[config.mk]
export PLATFORM = sky130hd
export DESIGN_NAME = b_format_decoder_flat
export DESIGN_NICKNAME = d
export VERILOG_FILES = /design/src/rtl/b_format_decoder_if.sv /design/src/rtl/b_format_decoder.sv /design/src/flat_wrapper.sv
export SDC_FILE = /design/constraint.sdc
export NUM_CORES = 1
export LEC_CHECK = 0
export CAP_MARGIN = 20
export CORE_AREA = 2 2 176 178
export DETAILED_ROUTE_END_ITERATION = 10
export DIE_AREA = 0 0 178 180
export PLACE_DENSITY = 0.58
export REMOVE_ABC_BUFFERS = 1
export SETUP_SLACK_MARGIN = 0.05
export SLEW_MARGIN = 20
export SYNTH_ARGS = -nofsm -noshare
export SYNTH_HDL_FRONTEND = slang
export SYNTH_SLANG_ARGS = --single-unit
[constraint.sdc]
create_clock -name clock_i -period 13.9 [get_ports clock_i]
set_clock_uncertainty 0.2 [all_clocks]
set_input_delay 4.17 -clock clock_i [delete_from_list [all_inputs] [get_ports clock_i]]
set_output_delay 4.17 -clock clock_i [all_outputs]
set_load 0.01 [all_outputs]
[src/rtl/b_format_decoder_if.sv]
// b_format_decoder_if
//   Bundle between the decode front end and the B-form decode stage.
//   The front end presents one fetched instruction per cycle on the *_i
//   signals. The decoder returns a registered micro-op bundle on the *_o
//   signals.
//   Modports:
//     master - front end side: drives the instruction inputs and reads the micro-op.
//     slave  - decoder side: reads the instruction and drives the micro-op.
//   All vectors are MSB-first ([0:N-1]).
interface b_format_decoder_if #(
  parameter int addressWidth            = 64,
  parameter int instructionWidth        = 32,
  parameter int PidSize                 = 20,
  parameter int TidSize                 = 16,
  parameter int instructionCounterWidth = 64,
  parameter int instMinIdWidth          = 7,
  parameter int opcodeSize              = 12,
  parameter int PrimOpcodeSize          = 6,
  parameter int regSize                 = 5,
  parameter int immediateSize           = 14,
  parameter int funcUnitCodeSize        = 3,
  parameter int formatWidth             = 26
);
  localparam int bodyWidth = 2 * regSize + immediateSize + 4;

  // instruction side
  logic                                 enable_i;
  logic                                 stall_i;
  logic [0:formatWidth-1]               instFormat_i;
  logic [0:PrimOpcodeSize-1]            instructionOpcode_i;
  logic [0:instructionWidth-1]          instruction_i;
  logic [0:addressWidth-1]              instructionAddress_i;
  logic                                 is64Bit_i;
  logic [0:PidSize-1]                   instructionPid_i;
  logic [0:TidSize-1]                   instructionTid_i;
  logic [0:instructionCounterWidth-1]   instructionMajId_i;

  // micro-op side
  logic                                 enable_o;
  logic [0:opcodeSize-1]                opcode_o;
  logic [0:addressWidth-1]              instructionAddress_o;
  logic [0:funcUnitCodeSize-1]          functionalUnitType_o;
  logic [0:instructionCounterWidth-1]   instMajId_o;
  logic [0:instMinIdWidth-1]            instMinId_o;
  logic                                 is64Bit_o;
  logic [0:PidSize-1]                   instPid_o;
  logic [0:TidSize-1]                   instTid_o;
  logic [0:bodyWidth-1]                 instructionBody_o;

  modport master (
    output enable_i, stall_i, instFormat_i, instructionOpcode_i, instruction_i,
           instructionAddress_i, is64Bit_i, instructionPid_i, instructionTid_i,
           instructionMajId_i,
    input  enable_o, opcode_o, instructionAddress_o, functionalUnitType_o,
           instMajId_o, instMinId_o, is64Bit_o, instPid_o, instTid_o,
           instructionBody_o
  );

  modport slave (
    input  enable_i, stall_i, instFormat_i, instructionOpcode_i, instruction_i,
           instructionAddress_i, is64Bit_i, instructionPid_i, instructionTid_i,
           instructionMajId_i,
    output enable_o, opcode_o, instructionAddress_o, functionalUnitType_o,
           instMajId_o, instMinId_o, is64Bit_o, instPid_o, instTid_o,
           instructionBody_o
  );
endinterface

[src/rtl/b_format_decoder.sv]
// b_format_decoder
//   Decode stage for PowerPC B-form conditional branches (primary opcode 16:
//   bc/bcl/bca/bcla). An accepted instruction produces a registered micro-op
//   one cycle later. A stall freezes every output. A non-matching or idle
//   cycle clears only enable_o, and the rest of the bundle keeps its last value.
//   Ports:
//     clock_i - rising-edge clock
//     reset_i - asynchronous, active-high reset; clears all outputs
//     bus     - b_format_decoder_if.slave (instruction in, micro-op out)
//   Optional feature macro: BFORMAT_DEBUG_EN enables simulation-only trace
//   messages for accepted instructions and for rejected B-format opcodes.
module b_format_decoder #(
  parameter int addressWidth            = 64,
  parameter int instructionWidth        = 32,
  parameter int PidSize                 = 20,
  parameter int TidSize                 = 16,
  parameter int instructionCounterWidth = 64,
  parameter int instMinIdWidth          = 7,
  parameter int opcodeSize              = 12,
  parameter int PrimOpcodeSize          = 6,
  parameter int regSize                 = 5,
  parameter int immediateSize           = 14,
  parameter int funcUnitCodeSize        = 3,
  parameter int BranchUnitID            = 6,
  parameter int B                       = 2,
  parameter int BDecoderInstance        = 0
) (
  input logic               clock_i,
  input logic               reset_i,
  b_format_decoder_if.slave bus
);
  localparam int formatWidth = 26;
  localparam int bodyWidth   = 2 * regSize + immediateSize + 4;
  localparam int boPos       = PrimOpcodeSize;
  localparam int biPos       = boPos + regSize;
  localparam int bdPos       = biPos + regSize;
  localparam int aaPos       = instructionWidth - 2;
  localparam int lkPos       = instructionWidth - 1;
  localparam int padWidth    = opcodeSize - PrimOpcodeSize - 2;

  localparam logic [0:PrimOpcodeSize-1] branchCondOpcode = PrimOpcodeSize'(32'd16);

  // instruction fields
  logic [0:regSize-1]       boField;
  logic [0:regSize-1]       biField;
  logic [0:immediateSize-1] bdField;
  logic                     aaBit;
  logic                     lkBit;
  logic                     isBFormat;
  logic                     acceptS;
  // the word's opcode bits duplicate instructionOpcode_i, which is what we decode on
  logic                     unusedOpcodeBits;

  assign boField          = bus.instruction_i[boPos +: regSize];
  assign biField          = bus.instruction_i[biPos +: regSize];
  assign bdField          = bus.instruction_i[bdPos +: immediateSize];
  assign aaBit            = bus.instruction_i[aaPos];
  assign lkBit            = bus.instruction_i[lkPos];
  assign unusedOpcodeBits = ^bus.instruction_i[0 +: PrimOpcodeSize];

  assign isBFormat = (bus.instFormat_i == formatWidth'(B));
  assign acceptS   = bus.enable_i && !bus.stall_i && isBFormat &&
                     (bus.instructionOpcode_i == branchCondOpcode);

  // output registers and their next values
  logic                               enableReg,  enableNext;
  logic [0:opcodeSize-1]              opcodeReg,  opcodeNext;
  logic [0:addressWidth-1]            addressReg, addressNext;
  logic [0:funcUnitCodeSize-1]        fuTypeReg,  fuTypeNext;
  logic [0:instructionCounterWidth-1] majIdReg,   majIdNext;
  logic [0:instMinIdWidth-1]          minIdReg,   minIdNext;
  logic                               is64BitReg, is64BitNext;
  logic [0:PidSize-1]                 pidReg,     pidNext;
  logic [0:TidSize-1]                 tidReg,     tidNext;
  logic [0:bodyWidth-1]               bodyReg,    bodyNext;

  // Next micro-op: load on accept, hold everything on stall, otherwise drop only the valid.
  always_comb begin
    enableNext  = enableReg;
    opcodeNext  = opcodeReg;
    addressNext = addressReg;
    fuTypeNext  = fuTypeReg;
    majIdNext   = majIdReg;
    minIdNext   = minIdReg;
    is64BitNext = is64BitReg;
    pidNext     = pidReg;
    tidNext     = tidReg;
    bodyNext    = bodyReg;
    if (bus.stall_i) begin
      enableNext = enableReg;
    end else if (acceptS) begin
      enableNext  = 1'b1;
      // AA/LK occupy the two low bits, so bc/bcl/bca/bcla become 0x400..0x403
      opcodeNext  = {bus.instructionOpcode_i, {padWidth{1'b0}}, aaBit, lkBit};
      addressNext = bus.instructionAddress_i;
      fuTypeNext  = funcUnitCodeSize'(BranchUnitID);
      majIdNext   = bus.instructionMajId_i;
      minIdNext   = {instMinIdWidth{1'b0}};
      is64BitNext = bus.is64Bit_i;
      pidNext     = bus.instructionPid_i;
      tidNext     = bus.instructionTid_i;
      bodyNext    = {boField, biField, bdField, aaBit, lkBit, 2'b00};
    end else begin
      enableNext = 1'b0;
    end
  end

  // Output register bank; reset clears the whole bundle asynchronously.
  always_ff @(posedge clock_i or posedge reset_i) begin
    if (reset_i) begin
      enableReg  <= 1'b0;
      opcodeReg  <= {opcodeSize{1'b0}};
      addressReg <= {addressWidth{1'b0}};
      fuTypeReg  <= {funcUnitCodeSize{1'b0}};
      majIdReg   <= {instructionCounterWidth{1'b0}};
      minIdReg   <= {instMinIdWidth{1'b0}};
      is64BitReg <= 1'b0;
      pidReg     <= {PidSize{1'b0}};
      tidReg     <= {TidSize{1'b0}};
      bodyReg    <= {bodyWidth{1'b0}};
    end else begin
      enableReg  <= enableNext;
      opcodeReg  <= opcodeNext;
      addressReg <= addressNext;
      fuTypeReg  <= fuTypeNext;
      majIdReg   <= majIdNext;
      minIdReg   <= minIdNext;
      is64BitReg <= is64BitNext;
      pidReg     <= pidNext;
      tidReg     <= tidNext;
      bodyReg    <= bodyNext;
    end
  end

  assign bus.enable_o             = enableReg;
  assign bus.opcode_o             = opcodeReg;
  assign bus.instructionAddress_o = addressReg;
  assign bus.functionalUnitType_o = fuTypeReg;
  assign bus.instMajId_o          = majIdReg;
  assign bus.instMinId_o          = minIdReg;
  assign bus.is64Bit_o            = is64BitReg;
  assign bus.instPid_o            = pidReg;
  assign bus.instTid_o            = tidReg;
  assign bus.instructionBody_o    = bodyReg;

`ifdef BFORMAT_DEBUG_EN
  // Simulation trace of accepted branches and of B-format inputs with a foreign opcode.
  always @(posedge clock_i) begin
    if (!reset_i && acceptS) begin
      $display("BDecoder%0d: majId=%0h addr=%0h BO=%0h BI=%0h BD=%0h AA=%0b LK=%0b",
               BDecoderInstance, bus.instructionMajId_i, bus.instructionAddress_i,
               boField, biField, bdField, aaBit, lkBit);
    end else if (!reset_i && bus.enable_i && !bus.stall_i && isBFormat) begin
      $display("BDecoder%0d: warning, B-format input with opcode %0d ignored",
               BDecoderInstance, bus.instructionOpcode_i);
    end else begin
      // nothing to report this cycle
    end
  end
`else
  localparam int unusedDebugInstance = BDecoderInstance;
`endif

endmodule

[src/flat_wrapper.sv]
// flat-port wrapper written by rule: the top's interface ports become plain ports
module b_format_decoder_flat 
#(
  parameter int addressWidth            = 64,
  parameter int instructionWidth        = 32,
  parameter int PidSize                 = 20,
  parameter int TidSize                 = 16,
  parameter int instructionCounterWidth = 64,
  parameter int instMinIdWidth          = 7,
  parameter int opcodeSize              = 12,
  parameter int PrimOpcodeSize          = 6,
  parameter int regSize                 = 5,
  parameter int immediateSize           = 14,
  parameter int funcUnitCodeSize        = 3,
  parameter int BranchUnitID            = 6,
  parameter int B                       = 2,
  parameter int BDecoderInstance        = 0
)
  (clock_i, reset_i, bus_enable_i, bus_stall_i, bus_instFormat_i, bus_instructionOpcode_i, bus_instruction_i, bus_instructionAddress_i, bus_is64Bit_i, bus_instructionPid_i, bus_instructionTid_i, bus_instructionMajId_i, bus_enable_o, bus_opcode_o, bus_instructionAddress_o, bus_functionalUnitType_o, bus_instMajId_o, bus_instMinId_o, bus_is64Bit_o, bus_instPid_o, bus_instTid_o, bus_instructionBody_o);
  b_format_decoder_if #(.addressWidth(addressWidth), .instructionWidth(instructionWidth), .PidSize(PidSize), .TidSize(TidSize), .instructionCounterWidth(instructionCounterWidth), .instMinIdWidth(instMinIdWidth), .opcodeSize(opcodeSize), .PrimOpcodeSize(PrimOpcodeSize), .regSize(regSize), .immediateSize(immediateSize), .funcUnitCodeSize(funcUnitCodeSize)) bus_i ();
  input logic clock_i;
  input logic reset_i;
  input wire logic [$bits(bus_i.enable_i)-1:0] bus_enable_i;
  input wire logic [$bits(bus_i.stall_i)-1:0] bus_stall_i;
  input wire logic [$bits(bus_i.instFormat_i)-1:0] bus_instFormat_i;
  input wire logic [$bits(bus_i.instructionOpcode_i)-1:0] bus_instructionOpcode_i;
  input wire logic [$bits(bus_i.instruction_i)-1:0] bus_instruction_i;
  input wire logic [$bits(bus_i.instructionAddress_i)-1:0] bus_instructionAddress_i;
  input wire logic [$bits(bus_i.is64Bit_i)-1:0] bus_is64Bit_i;
  input wire logic [$bits(bus_i.instructionPid_i)-1:0] bus_instructionPid_i;
  input wire logic [$bits(bus_i.instructionTid_i)-1:0] bus_instructionTid_i;
  input wire logic [$bits(bus_i.instructionMajId_i)-1:0] bus_instructionMajId_i;
  output wire logic [$bits(bus_i.enable_o)-1:0] bus_enable_o;
  output wire logic [$bits(bus_i.opcode_o)-1:0] bus_opcode_o;
  output wire logic [$bits(bus_i.instructionAddress_o)-1:0] bus_instructionAddress_o;
  output wire logic [$bits(bus_i.functionalUnitType_o)-1:0] bus_functionalUnitType_o;
  output wire logic [$bits(bus_i.instMajId_o)-1:0] bus_instMajId_o;
  output wire logic [$bits(bus_i.instMinId_o)-1:0] bus_instMinId_o;
  output wire logic [$bits(bus_i.is64Bit_o)-1:0] bus_is64Bit_o;
  output wire logic [$bits(bus_i.instPid_o)-1:0] bus_instPid_o;
  output wire logic [$bits(bus_i.instTid_o)-1:0] bus_instTid_o;
  output wire logic [$bits(bus_i.instructionBody_o)-1:0] bus_instructionBody_o;
  assign bus_i.enable_i = bus_enable_i;
  assign bus_i.stall_i = bus_stall_i;
  assign bus_i.instFormat_i = bus_instFormat_i;
  assign bus_i.instructionOpcode_i = bus_instructionOpcode_i;
  assign bus_i.instruction_i = bus_instruction_i;
  assign bus_i.instructionAddress_i = bus_instructionAddress_i;
  assign bus_i.is64Bit_i = bus_is64Bit_i;
  assign bus_i.instructionPid_i = bus_instructionPid_i;
  assign bus_i.instructionTid_i = bus_instructionTid_i;
  assign bus_i.instructionMajId_i = bus_instructionMajId_i;
  assign bus_enable_o = bus_i.enable_o;
  assign bus_opcode_o = bus_i.opcode_o;
  assign bus_instructionAddress_o = bus_i.instructionAddress_o;
  assign bus_functionalUnitType_o = bus_i.functionalUnitType_o;
  assign bus_instMajId_o = bus_i.instMajId_o;
  assign bus_instMinId_o = bus_i.instMinId_o;
  assign bus_is64Bit_o = bus_i.is64Bit_o;
  assign bus_instPid_o = bus_i.instPid_o;
  assign bus_instTid_o = bus_i.instTid_o;
  assign bus_instructionBody_o = bus_i.instructionBody_o;
  b_format_decoder #(.addressWidth(addressWidth), .instructionWidth(instructionWidth), .PidSize(PidSize), .TidSize(TidSize), .instructionCounterWidth(instructionCounterWidth), .instMinIdWidth(instMinIdWidth), .opcodeSize(opcodeSize), .PrimOpcodeSize(PrimOpcodeSize), .regSize(regSize), .immediateSize(immediateSize), .funcUnitCodeSize(funcUnitCodeSize), .BranchUnitID(BranchUnitID), .B(B), .BDecoderInstance(BDecoderInstance)) u_core (.clock_i(clock_i), .reset_i(reset_i), .bus(bus_i));
endmodule
# Word-level counts from Yosys, hierarchy flattened
# Cells that the tools add are included.
# classes
n_addsub,0
mul,0
div,0
order_cmp,0
eq_ne,2
shift,0
muxes,1
bitwise,1
reduce_logical,5
# op_table
op,n
"equality test 26 x 2 -> 1 bit, second input constant",1
"equality test 6 x 5 -> 1 bit, second input constant",1
logical AND 1 bit,3
AND reduction 2 bit,1
zero test 1 bit,1
two-way mux 1 bit,1
inverter 1 bit,1
# totals
regBits,201
latch_bits,0
mem_bits_rw,0
mem_bits_ro,0
inputBits,233
elab_cells,18
memories,0

# Logic depth before layout (Yosys ltp)
# Gate-level depths: netlist of the first run.
# depth
depth_word,5
ltp_mapped,7
mapped_depth_nobuf,4

# Least setup slack after synthesis of the first run
# No wires, ideal clock.
# synth_timing
path_kind,input -> register
start,in bus_instructionOpcode_i[3]
end,"reg u_core.addressReg, in the netlist u_core.bus.instructionAddress_o[12]"
setup_time_ns,0.127
arrival_time_ns,5.465
required_ns,13.573
path_slack_ns,8.107
cell_stages,7
path_buffers,3
path_cell_list,nor4b_1 -> nand3_1 -> nor3_1 -> buf_4 -> buf_6 -> buf_4 -> mux2_1
# synth_via
elab_chain_len,3
# synth_rtl
item,line,source
from (decl),flat_wrapper.sv:26,input wire logic [$bits(bus_i.instructionOpcode_i)-1:0] bus_instructionOpcode_i;
equality test 6 x 5 -> 1 bit,b_format_decoder.sv:63,(bus.instructionOpcode_i == branchCondOpcode);
logical AND 1 bit,b_format_decoder.sv:62,assign acceptS = bus.enable_i && !bus.stall_i && isBFormat &&
AND reduction 2 bit (no source line),-,
to (signal assigned),b_format_decoder.sv:113,addressReg <= {addressWidth{1'b0}};
to (signal assigned),b_format_decoder.sv:124,addressReg <= addressNext;
to (decl),b_format_decoder.sv:68,"logic [0:addressWidth-1] addressReg, addressNext;"
# Every way passes these cells.
# A chain may end at the register's enable or synchronous reset.

# Final worst setup path of the first run
# layout_timing
start,in bus_instFormat_i[3]
end,reg u_core.is64BitReg (netlist: u_core.bus.is64Bit_o)
# layout_via
elab_chain_len,4
# layout_rtl
item,line,source
from (decl),flat_wrapper.sv:25,input wire logic [$bits(bus_i.instFormat_i)-1:0] bus_instFormat_i;
equality test 26 x 2 -> 1 bit,b_format_decoder.sv:61,assign isBFormat = (bus.instFormat_i == formatWidth'(B));
logical AND 1 bit (2 in a row),b_format_decoder.sv:62,
AND reduction 2 bit (no source line),-,
to (signal assigned),b_format_decoder.sv:128,is64BitReg <= is64BitNext;
to (decl),b_format_decoder.sv:72,"logic is64BitReg, is64BitNext;"
# Every way passes these cells.

==> summary.txt, run 1 <==
Cells and area
  – Share of post-route cells with drive strength above 1: 14.00%
  – Final net count: about 1100
  – Antenna diodes: 0
  – Non-Filler Instances: ~1300
  – Design area: between 10000 and 15000 um^2
  – Post-layout util: 42.23%
  – Most frequent cells in the layout: 428 x clkdlybuf4s50_1, 199 x dfrtp_1, 102 x mux2_1
  – Area of the multi-input gates: approximately 2300 um^2
  – Synth-to-layout area growth: 67.80%
  – Fill cells: between 2000 and 3000
  – Reg area: between 4000 and 5000 um^2
  – Commonest non-fill, non-tap cell in the layout: clkdlybuf4s50_1

Route
  – Drc violations: 0
  – Wl on met1: 8395 um
  – WL met3: 2041 um
  – Total wire length: 21260 um
  – Final ANT Viol Nets: 0
  – DR WL/cell: 16.58 um
  – First drt pass iteration count: 4
  – Starting DRT DRC Count: about 140
  – Top Metal Used: met4
  – Via-to-Cell Ratio: 4.066
  – Via Count: 5212
  – WL met2: between 10000 and 15000 um

Setup path
  – Crit path to: u_core.bus.is64Bit_o$_DFFE_PP0P_
  – Worst r2r src: u_core.bus.instMajId_o[56]$_DFFE_PP0P_
  – Most used cell along the critical path: buf_4
  – Largest stage delay on the critical path: 0.83 ns
  – Critical-path maximum fanout: 70
  – Crit path launch type: primary input
  – Cell family with most CP delay: buffers and inverters
  – R2R Setup Slk: 12.88 ns
  – Worst setup EP type: flop
  – Slowest CP cell: buf_4
  – FF-to-FF End: u_core.bus.instMajId_o[56]$_DFFE_PP0P_
  – Critical Path RT: 14.01 ns
  – Worst Reg-to-Reg Cells: 1
  – Worst-path cell chain: clkdlybuf4s50_1 > nor4b_1 > nand4_1 > nor3_2 > buf_4 > buf_4 > mux2_2
  – Critical Path AT: 7.31 ns
  – Logic depth of the worst path, buffers included: 7
  – Worst Setup SP: bus_instFormat_i[3]
  – Crit path kind: in -> reg
  – Buf/Inv on CP: 3

Synth
  – Cell Area, Synth: 7597 um^2
  – Leading area contributor after synthesis: dfrtp_1
  – Syn Inst Count: 452
  – Number of distinct library cells after synthesis: 19
  – Yosys reg bits: approximately 200
  – Post-synthesis sequential area ratio: 65.55%
  – Synth top area share: 65.55%
  – Synth top area cells: dfrtp_1 66%, mux2_1 15%, mux2_2 13%
  – Avg Cell Area, Syn: 16.81 um^2
  – Synth warn: 0

Floorplanning
  – Die X-Extent: 178 um
  – Initial core utilization: around 25%
  – Core area: 30190 um^2
  – I/O pin total: 449
  – Die height: 180 um
  – Die area: around 32000 um^2
  – Row cnt: 64

GRT
  – Initial antenna violation count: 0
  – Total global-route track usage: 13.03%
  – Largest net degree at the start of global routing: 130
  – Vias in the first global route: 5346
  – Global-route wire length before repair: 31770 um
  – Total global routing overflow: 0

Clock tree
  – Num CTS Buffers: 17
  – Post-CTS Hold Fix Bufs: 0
  – Clock Sinks: 199
  – Clock buffer depth: 2
  – Root Driver: clkbuf_16
  – Clock latency on the worst-skew pair: 0.43 ns
  – TritonCTS clock tree: built
  – Number of H-tree levels: 4
  – Post-CTS resize count: 0
  – Clock Pin Slew Worst Setup and Hold Paths: 0.07 ns
  – Post-CTS Setup Bufs: 0

STA
  – Period utilisation layout: 51.80%
  – Final min period: 7.200 ns
  – Slew HR: 36.41%
  – Finish-stage setup viols: 0
  – Fmax: 0.1389 GHz
  – Worst Max-Slew Pin Slew: about 0.95 ns
  – Hold Violations, Final: 0
  – Slew Viols, Final: 0
  – RSZ-0062 raised after global routing: no

Placed design
  – IO Port Bufs: 428
  – Placement Cell Area: about 12000 um^2
  – Placed Cells: 1254
  – Post-DP HPWL: 15660 um
  – Routability cong.: 0.7217

Power and ir drop
  – Pleak: 5.920 nW
  – Pwr Density: 93.01 nW/um^2
  – VDD IR-drop max: 0.00005885 V

Run
  – Max-cap violations: 0

Outcome
  – Outcome: finished clean

Min path
  – Hold Path Class: reg -> reg
## how the worst min path moves through the flow
stage | start | endpoint | slack (ns) | cells past startpoint
CTS | u_core.bus.opcode_o[1]$_DFFE_PP0P_ | u_core.bus.opcode_o[1]$_DFFE_PP0P_ | 0.28 | 1
global placement | u_core.bus.opcode_o[1]$_DFFE_PP0P_ | u_core.bus.opcode_o[1]$_DFFE_PP0P_ | 0.25 | 1
floorplan | u_core.bus.opcode_o[1]$_DFFE_PP0P_ | u_core.bus.opcode_o[1]$_DFFE_PP0P_ | 0.31 | 1
detailed placement | u_core.bus.opcode_o[1]$_DFFE_PP0P_ | u_core.bus.opcode_o[1]$_DFFE_PP0P_ | 0.26 | 1
global route | u_core.bus.instructionAddress_o[7]$_DFFE_PP0P_ | u_core.bus.instructionAddress_o[7]$_DFFE_PP0P_ | 0.30 | 1
finish | u_core.bus.opcode_o[1]$_DFFE_PP0P_ | u_core.bus.opcode_o[1]$_DFFE_PP0P_ | 0.28 | 1
## report_power, final
part           internal, mW  leakage, nW  switching [mW]
sequential            0.579         2.78   0.00000000114
combinational        0.0558         2.86          0.0217
clock                 0.307        0.282           0.222
total                 0.942         5.92           0.244
## area by class of cell
class / count / share of cell area, %
clock buffers: 20 / 3.582
repair buffers: 432 / 33.84
clock inverters: 8 / 1.178
inverters: 1 / 0.08833
multi-input cells: 226 / 18.36
well taps: 396 / 3.887
flip-flops and latches: 199 / 39.06
## cell families (layout without fill, tap and decap cells)
logic type / after synthesis / count (layout) / synth area share, %
AO/OA/AOI/OAI: 1 / 1 / 0.09885
buffers and inverters: 40 / 461 / 4.348
flip-flops: 199 / 199 / 65.55
multiplexers: 191 / 191 / 28.31
other: 1 / 14 / 0.04936
AND/OR/NAND/NOR: 20 / 20 / 1.647
## layer usage
metal / up-vias / track usage (%)
met1: 2538 / 14.87
met4: 0 / 4.361
met3: 22 / 5.203
met2: 237 / 22.06
li1: 2415 / -
met5: - / 0
## flip-flops by register name, indices dropped and copies added, names as in the netlist
signal,count
u_core.bus.enable_o,1
u_core.bus.instMajId_o,64
u_core.bus.instPid_o,20
u_core.bus.instructionAddress_o,64
u_core.bus.instructionBody_o,26
u_core.bus.opcode_o,6
u_core.bus.is64Bit_o,1
u_core.bus.instTid_o,16
u_core.bus.functionalUnitType_o,1
## synth_stat cells
master	n
buf_2	8
a21o_1	1
nor3_1	1
conb_1	1
inv_1	1
nand2_1	1
nor4b_1	3
nand3_1	1
mux2_2	89
nand4_1	1
buf_12	1
nor4_1	5
buf_4	19
buf_6	11
mux2_1	102
nor2_1	1
or2_2	2
dfrtp_1	199
nor2b_1	5
## metrics by stage
stage / setup TNS, ns / hold WS, ns / total power, mW / setup WS (ns)
after floorplan: -1149.98 / 0.3122 / 0.6012 / -6.130
after global placement: 0 / 0.2537 / 0.6683 / 6.175
after detailed placement: 0 / 0.2588 / 0.6688 / 6.205
after CTS: 0 / 0.2808 / 1.207 / 6.680
after global routing: 0 / 0.2963 / 1.235 / 6.474
final: 0 / 0.2759 / 1.186 / 6.700
Note: power is estimated with default switching activity, not from simulation.
==> inputs of run 2 (changes only) <==
--- a/config.mk
+++ b/config.mk
@@ -6,10 +6,10 @@
 export NUM_CORES = 1
 export LEC_CHECK = 0
 export CAP_MARGIN = 20
-export CORE_AREA = 2 2 176 178
+export CORE_AREA = 2 2 177 179
 export DETAILED_ROUTE_END_ITERATION = 10
-export DIE_AREA = 0 0 178 180
-export PLACE_DENSITY = 0.58
+export DIE_AREA = 0 0 179 181
+export PLACE_DENSITY = 0.59
 export REMOVE_ABC_BUFFERS = 1
 export SETUP_SLACK_MARGIN = 0.05
 export SLEW_MARGIN = 20
==> constraint.sdc (replaced) <==
create_clock -name clock_i -period 6.5 [get_ports clock_i]
set_clock_uncertainty 0.2 [all_clocks]
set_input_delay 1.95 -clock clock_i [delete_from_list [all_inputs] [get_ports clock_i]]
set_output_delay 1.95 -clock clock_i [all_outputs]
set_load 0.01 [all_outputs]
==> summary.txt, run 2 (same netlist as run 1, synthesis figures left out) <==
Outcome
  – Outcome: finished clean

Clock tree
  – Num CTS Buffers: 17 (unchanged)
  – Post-CTS Setup Bufs: 0 (unchanged)
  – Clock latency on the worst-skew pair: 0.43 ns (about the same)
  – Post-CTS resize count: 0 (unchanged)
  – Number of H-tree levels: 4 (unchanged)
  – Root Driver: clkbuf_16
  – TritonCTS clock tree: built
  – Clock Pin Slew Worst Setup and Hold Paths: 0.07 ns (about the same)
  – Post-CTS Hold Fix Bufs: 0 (unchanged)
  – Clock buffer depth: 2 (unchanged)
  – Clock Sinks: 199 (unchanged)

Route
  – Via-to-Cell Ratio: 4.068 (about the same)
  – First drt pass iteration count: 4 (unchanged)
  – Final ANT Viol Nets: 0 (unchanged)
  – DR WL/cell: 16.56 um (-0.14%)
  – Total wire length: 21280 um (about the same)
  – Starting DRT DRC Count: 159 (+12%)
  – Via Count: 5227 (+0.29%)
  – Drc violations: 0 (unchanged)

Placed design
  – IO Port Bufs: 428 (unchanged)
  – Post-DP HPWL: 15740 um (+0.51%)
  – Placement Cell Area: 12170 um^2 (+0.25%)
  – Routability cong.: 0.7491 (+3.8%)
  – Placement Setup Slack: 1.969 ns (-4.236 ns)

Cells and area
  – Most frequent cells in the layout: 428 x clkdlybuf4s50_1, 199 x dfrtp_1, 102 x mux2_1
  – Design area: 12760 um^2 (+0.11%)
  – Synth-to-layout area growth: 67.98%
  – Commonest non-fill, non-tap cell in the layout: clkdlybuf4s50_1
  – Share of post-route cells with drive strength above 1: 14.19% (+0.19 points)
  – Final net count: 1109 (-0.090%)

Setup path
  – R2R Setup Slk: 5.47 ns (-7.41 ns)
  – Critical Path AT: 4.23 ns (-3.08 ns)
  – Crit path kind: in -> reg
  – Worst-path cell chain: clkdlybuf4s50_1 > nor4_1 > nand4_1 > nor3_2 > buf_12 > mux2_2
  – Crit path launch type: primary input
  – Buf/Inv on CP: 2 (-1)
  – Largest stage delay on the critical path: 0.44 ns (-0.39 ns)
  – Worst setup EP type: flop
  – Slowest CP cell: buf_12
  – Critical Path RT: 6.61 ns (-7.40 ns)
  – Cell family with most CP delay: buffers and inverters
  – Critical-path maximum fanout: 108 (+54%)

STA
  – Final min period: 4.122 ns
  – Fmax: 0.2426 GHz
  – Worst Max-Slew Pin Slew: 1.065 ns (+0.1115 ns)
  – Finish-stage setup viols: 0 (unchanged)
  – Period utilisation layout: 63.42%
  – Slew HR: 28.98% (-7.4 points)
  – Hold Violations, Final: 0 (unchanged)
  – Final worst slack: 2.378 ns (-4.323 ns)
  – Slew Viols, Final: 0 (unchanged)
  – RSZ-0062 raised after global routing: no

Power and ir drop
  – Power Total: 2.487 mW (+110%)
  – Pwr Density: 194.9 nW/um^2 (+110%)
  – VDD IR-drop max: 0.0001388 V (+140%)
  – Pleak: 5.916 nW (about the same)

GRT
  – Met3 global-route usage: 5.640% (+0.44 points)
  – Total global-route track usage: 12.85% (-0.18 points)
  – GRT busiest layer: met2
  – Vias in the first global route: 5529 (+3.4%)
  – Met1 usage: 14.03% (-0.85 points)
  – Largest net degree at the start of global routing: 132 (+1.5%)
  – Initial antenna violation count: 1 (+1)
  – Met2 Use GR: 22.42% (+0.35 points)
  – Global-route wire length before repair: 31720 um (-0.15%)
  – Total global routing overflow: 0 (unchanged)

Floorplanning
  – Die area: 32400 um^2 (+1.1%)
  – Die X-Extent: 179 um (+0.56%)
  – Die height: 181 um (+0.56%)
  – Core area: 30350 um^2 (+0.53%)
  – Row cnt: 64 (unchanged)
  – I/O pin total: 449 (unchanged)
  – Initial core utilization: 25.03% (-0.13 points)

Min path
  – Hold Path Class: reg -> reg

Run
  – Max-cap violations: 0 (unchanged)
run 2: cell count changes in the layout (fill, tap and decap cells not counted):
cell and delta:
diode_2 +1, inv_6 +2, buf_4 -4, clkbuf_8 -1, bufinv_16 -2, buf_12 +3
clkinv_4 +3, inv_8 +1
run 2: report_power, final:
group / leakage [nW] / internal, mW / switching, mW
combinational: 2.86 / 0.120 / 0.0478
clock: 0.274 / 0.583 / 0.498
sequential: 2.78 / 1.24 / 0.00000000243
total: 5.92 / 1.94 / 0.546
run 2: area by class of cell:
cell class / instances / area (um^2)
sequential: 199 / 4980
clock inverter: 12 / 145.1
inverter: 1 / 11.26
timing repair buffer: 431 / 4344
antenna: 1 / 2.502
clock buffer: 19 / 442.9
fill: 2867 / 17590
multi-input combinational: 226 / 2341
tap: 396 / 495.5
run 2: metal layers:
| metal | share of wire (%) | routed length (um) |
|---|---|---|
| met1 | 38 | 8165 |
| met2 | 50 | 10660 |
| met3 | 10 | 2154 |
| met4 | 1.4 | 301 |
| met5 | 0 | 0 |
run 2: final timing paths:
kind / from / depth (start not counted) / end
worst min register to register: u_core.bus.opcode_o[1]$_DFFE_PP0P_ / 1 / u_core.bus.opcode_o[1]$_DFFE_PP0P_
worst min-delay path: u_core.bus.opcode_o[1]$_DFFE_PP0P_ / 1 / u_core.bus.opcode_o[1]$_DFFE_PP0P_
worst max-delay path: bus_instFormat_i[4] / 6 / u_core.bus.instructionAddress_o[25]$_DFFE_PP0P_
min in group asynchronous: reset_i / 2 / u_core.bus.instPid_o[15]$_DFFE_PP0P_
worst max register to register: u_core.bus.instMajId_o[45]$_DFFE_PP0P_ / 1 / u_core.bus.instMajId_o[45]$_DFFE_PP0P_
max in group asynchronous: reset_i / 3 / u_core.bus.instPid_o[7]$_DFFE_PP0P_
run 2: per-stage QoR:
stage | setup TNS [ns] | util, % | hold WS, ns | std cells
after floorplan | -2394.85 | - | 0.3122 | 426
after global placement | 0 | 40.11 | 0.2529 | 1253
after detailed placement | 0 | 40.11 | 0.2619 | 1253
after CTS | 0 | 42.04 | 0.2799 | 1284
after global routing | 0 | 42.04 | 0.3059 | 1284
final | 0 | 42.05 | 0.2776 | 1285
==> inputs of run 3 (changes only) <==
==> constraint.sdc (replaced) <==
create_clock -name clock_i -period 3.4 [get_ports clock_i]
set_clock_uncertainty 0.2 [all_clocks]
set_input_delay 1.02 -clock clock_i [delete_from_list [all_inputs] [get_ports clock_i]]
set_output_delay 1.02 -clock clock_i [all_outputs]
set_load 0.01 [all_outputs]
==> summary.txt, run 3 (same netlist as run 1, synthesis figures left out) <==
GRT
  – Initial antenna violation count: 1 (unchanged)
  – Global-route wire length before repair: 32940 um (+3.8%)
  – Total global-route track usage: 13.42% (+0.56 points)
  – Total global routing overflow: 0 (unchanged)
  – Vias in the first global route: 5737 (+3.8%)
  – Largest net degree at the start of global routing: 63 (-52%)

Power and ir drop
  – Combinational share of power: 6.8% (about the same)
  – Power Total: 4.862 mW (+95%)
  – VDD IR-drop max: 0.0002447 V (+76%)
  – Register share of total power: 48.6% (-1.1 points)
  – Internal power: 3.815 mW (+97%)
  – P_sw: 1.046 mW (+92%)
  – Net Sw Frac: 21.52% (-0.44 points)
  – Pleak: 6.046 nW (+2.2%)
  – Pwr Density: 374.7 nW/um^2 (+92%)
  – Clk pwr share: 44.5% (+1.0 points)

Cells and area
  – Commonest non-fill, non-tap cell in the layout: clkdlybuf4s50_1
  – Fill cells: 2878 (+0.38%)
  – Most frequent cells in the layout: 428 x clkdlybuf4s50_1, 199 x dfrtp_1, 102 x mux2_1
  – Antenna diodes: 0 (-1)
  – Non-Filler Instances: 1301 (+1.2%)
  – Post-layout util: 42.75% (+0.70 points)
  – Synth-to-layout area growth: 70.78%
  – Final net count: 1125 (+1.4%)
  – Share of post-route cells with drive strength above 1: 15.80% (+1.6 points)

Placed design
  – Routability cong.: 0.7263 (-3.0%)
  – Post-DP HPWL: 16840 um (+7.0%)
  – Placed Cells: 1269 (+1.3%)
  – IO Port Bufs: 428 (unchanged)

Setup path
  – Crit path launch type: primary input
  – Worst Reg-to-Reg Cells: 1 (unchanged)
  – Worst r2r src: u_core.bus.functionalUnitType_o[1]$_DFFE_PP0P_
  – Crit path kind: in -> reg
  – Critical-path maximum fanout: 33 (-69%)
  – FF-to-FF End: u_core.bus.functionalUnitType_o[1]$_DFFE_PP0P_
  – Worst setup EP type: flop
  – Worst-path cell chain: clkdlybuf4s50_1 > nor4_1 > nand4_1 > nor3_2 > buf_12 > buf_12 > mux2_2
  – Slowest CP cell: clkdlybuf4s50_1
  – Largest stage delay on the critical path: 0.43 ns (about the same)
  – R2R Setup Slk: 2.37 ns (-3.10 ns)
  – Critical Path RT: 3.51 ns (-3.10 ns)
  – Critical Path AT: 3.06 ns (-1.17 ns)
  – Most used cell along the critical path: buf_12

STA
  – Final min period: 2.942 ns
  – Hold Violations, Final: 0 (unchanged)
  – Fmax: between 0.3 and 0.4 GHz
  – Worst Max-Slew Pin Slew: 0.5114 ns (-0.5540 ns)
  – Period utilisation layout: ~87%
  – Slew HR: 65.91% (+37 points)
  – RSZ-0062 raised after global routing: no
  – Slew Viols, Final: 0 (unchanged)
  – Finish-stage setup viols: 0 (unchanged)

Floorplanning
  – Core area: 30350 um^2 (unchanged)
  – Die height: 181 um (unchanged)
  – Die X-Extent: 179 um (unchanged)
  – Row cnt: 64 (unchanged)
  – I/O pin total: 449 (unchanged)
  – Initial core utilization: 25.03% (unchanged)
  – Die area: 32400 um^2 (unchanged)

Route
  – First drt pass iteration count: 4 (unchanged)
  – Final ANT Viol Nets: 0 (unchanged)
  – Starting DRT DRC Count: 192 (+21%)
  – Drc violations: 0 (unchanged)
  – Total wire length: 22000 um (+3.4%)
  – Via Count: 5329 (+2.0%)
  – DR WL/cell: 16.91 um (+2.1%)
  – Via-to-Cell Ratio: 4.096 (+0.70%)

Clock tree
  – Clock Pin Slew Worst Setup and Hold Paths: 0.07 ns (about the same)
  – Post-CTS Setup Bufs: 0 (unchanged)
  – Post-CTS resize count: 0 (unchanged)
  – Num CTS Buffers: 17 (unchanged)
  – Clock Sinks: 199 (unchanged)
  – Post-CTS Hold Fix Bufs: 0 (unchanged)
  – Clock latency on the worst-skew pair: 0.42 ns (about the same)
  – Clock buffer depth: 2 (unchanged)
  – Root Driver: clkbuf_16
  – Number of H-tree levels: 4 (unchanged)
  – TritonCTS clock tree: built

Min path
  – Hold Path Class: reg -> reg
  – Hold Crit Start: u_core.bus.opcode_o[1]$_DFFE_PP0P_
  – Min-Delay Endpoint: u_core.bus.opcode_o[1]$_DFFE_PP0P_
  – Hold path depth: 1 (unchanged)

Outcome
  – Outcome: finished clean

Run
  – Max-cap violations: 0 (unchanged)
==> run 3: power groups by stage <==
stage / Clock (mW) / Sequential [mW] / Combinational, mW
after global routing: 2.33 / 2.36 / 0.360
final: 2.17 / 2.36 / 0.331
after CTS: 2.25 / 2.36 / 0.340
after floorplan: 0 / 2.41 / 0.0454
after detailed placement: 0 / 2.41 / 0.338
after global placement: 0 / 2.41 / 0.335
==> run 3: area by class of cell <==
| cell class | count | area, um^2 | area share [%] |
|---|---|---|---|
| flip-flops and latches | 199 | 4980 | 38.38 |
| multi-input cells | 226 | 2341 | 18.04 |
| inverters | 1 | 11.26 | 0.08679 |
| clock inverters | 12 | 163.9 | 1.263 |
| repair buffers | 447 | 4527 | 34.89 |
| well taps | 396 | 495.5 | 3.819 |
| clock buffers | 20 | 456.7 | 3.520 |
==> run 3: worst max path at each step <==
| stage | startpoint | end | slack, ns | depth (start not counted) |
|---|---|---|---|---|
| floorplan | bus_instructionOpcode_i[3] | u_core.bus.instMajId_o[0]$_DFFE_PP0P_ | -13.48 | 4 |
| finish | bus_instFormat_i[4] | u_core.bus.instructionAddress_o[38]$_DFFE_PP0P_ | 0.46 | 7 |
| CTS | bus_stall_i | u_core.bus.instructionAddress_o[38]$_DFFE_PP0P_ | 0.50 | 7 |
| global route | bus_instFormat_i[4] | u_core.bus.instructionAddress_o[38]$_DFFE_PP0P_ | 0.36 | 7 |
| global placement | bus_instFormat_i[4] | u_core.bus.instructionBody_o[19]$_DFFE_PP0P_ | 0.02 | 7 |
| detailed placement | bus_stall_i | u_core.bus.instructionAddress_o[30]$_DFFE_PP0P_ | 0.04 | 7 |
==> run 3: per-layer routing <==
layer  global-route usage (%)  part of all wire [%]
met1                    14.29                    37
met5                        0                     0
met2                    24.03                    51
met3                    5.450                    10
met4                    4.000                   1.4
==> run 3: per-stage QoR <==
stage | setup slack [ns] | setup TNS (ns) | cell area [um^2] | hold WS (ns)
CTS | 0.5013 | 0 | 12970 | 0.2729
global placement | 0.02086 | 0 | 12350 | 0.2537
global route | 0.3551 | 0 | 12970 | 0.2909
finish | 0.4584 | 0 | 12970 | 0.2693
detailed placement | 0.04051 | 0 | 12350 | 0.2557
floorplan | -13.48 | -3258.51 | 7320 | 0.3122
==> run 3: worst max-delay path, delay by kind of cell <==
| family | cells | cell delay, ns |
|---|---|---|
| buf+inv | 3 | 0.88 |
| simple gates | 3 | 0.76 |
| mux | 1 | 0.36 |
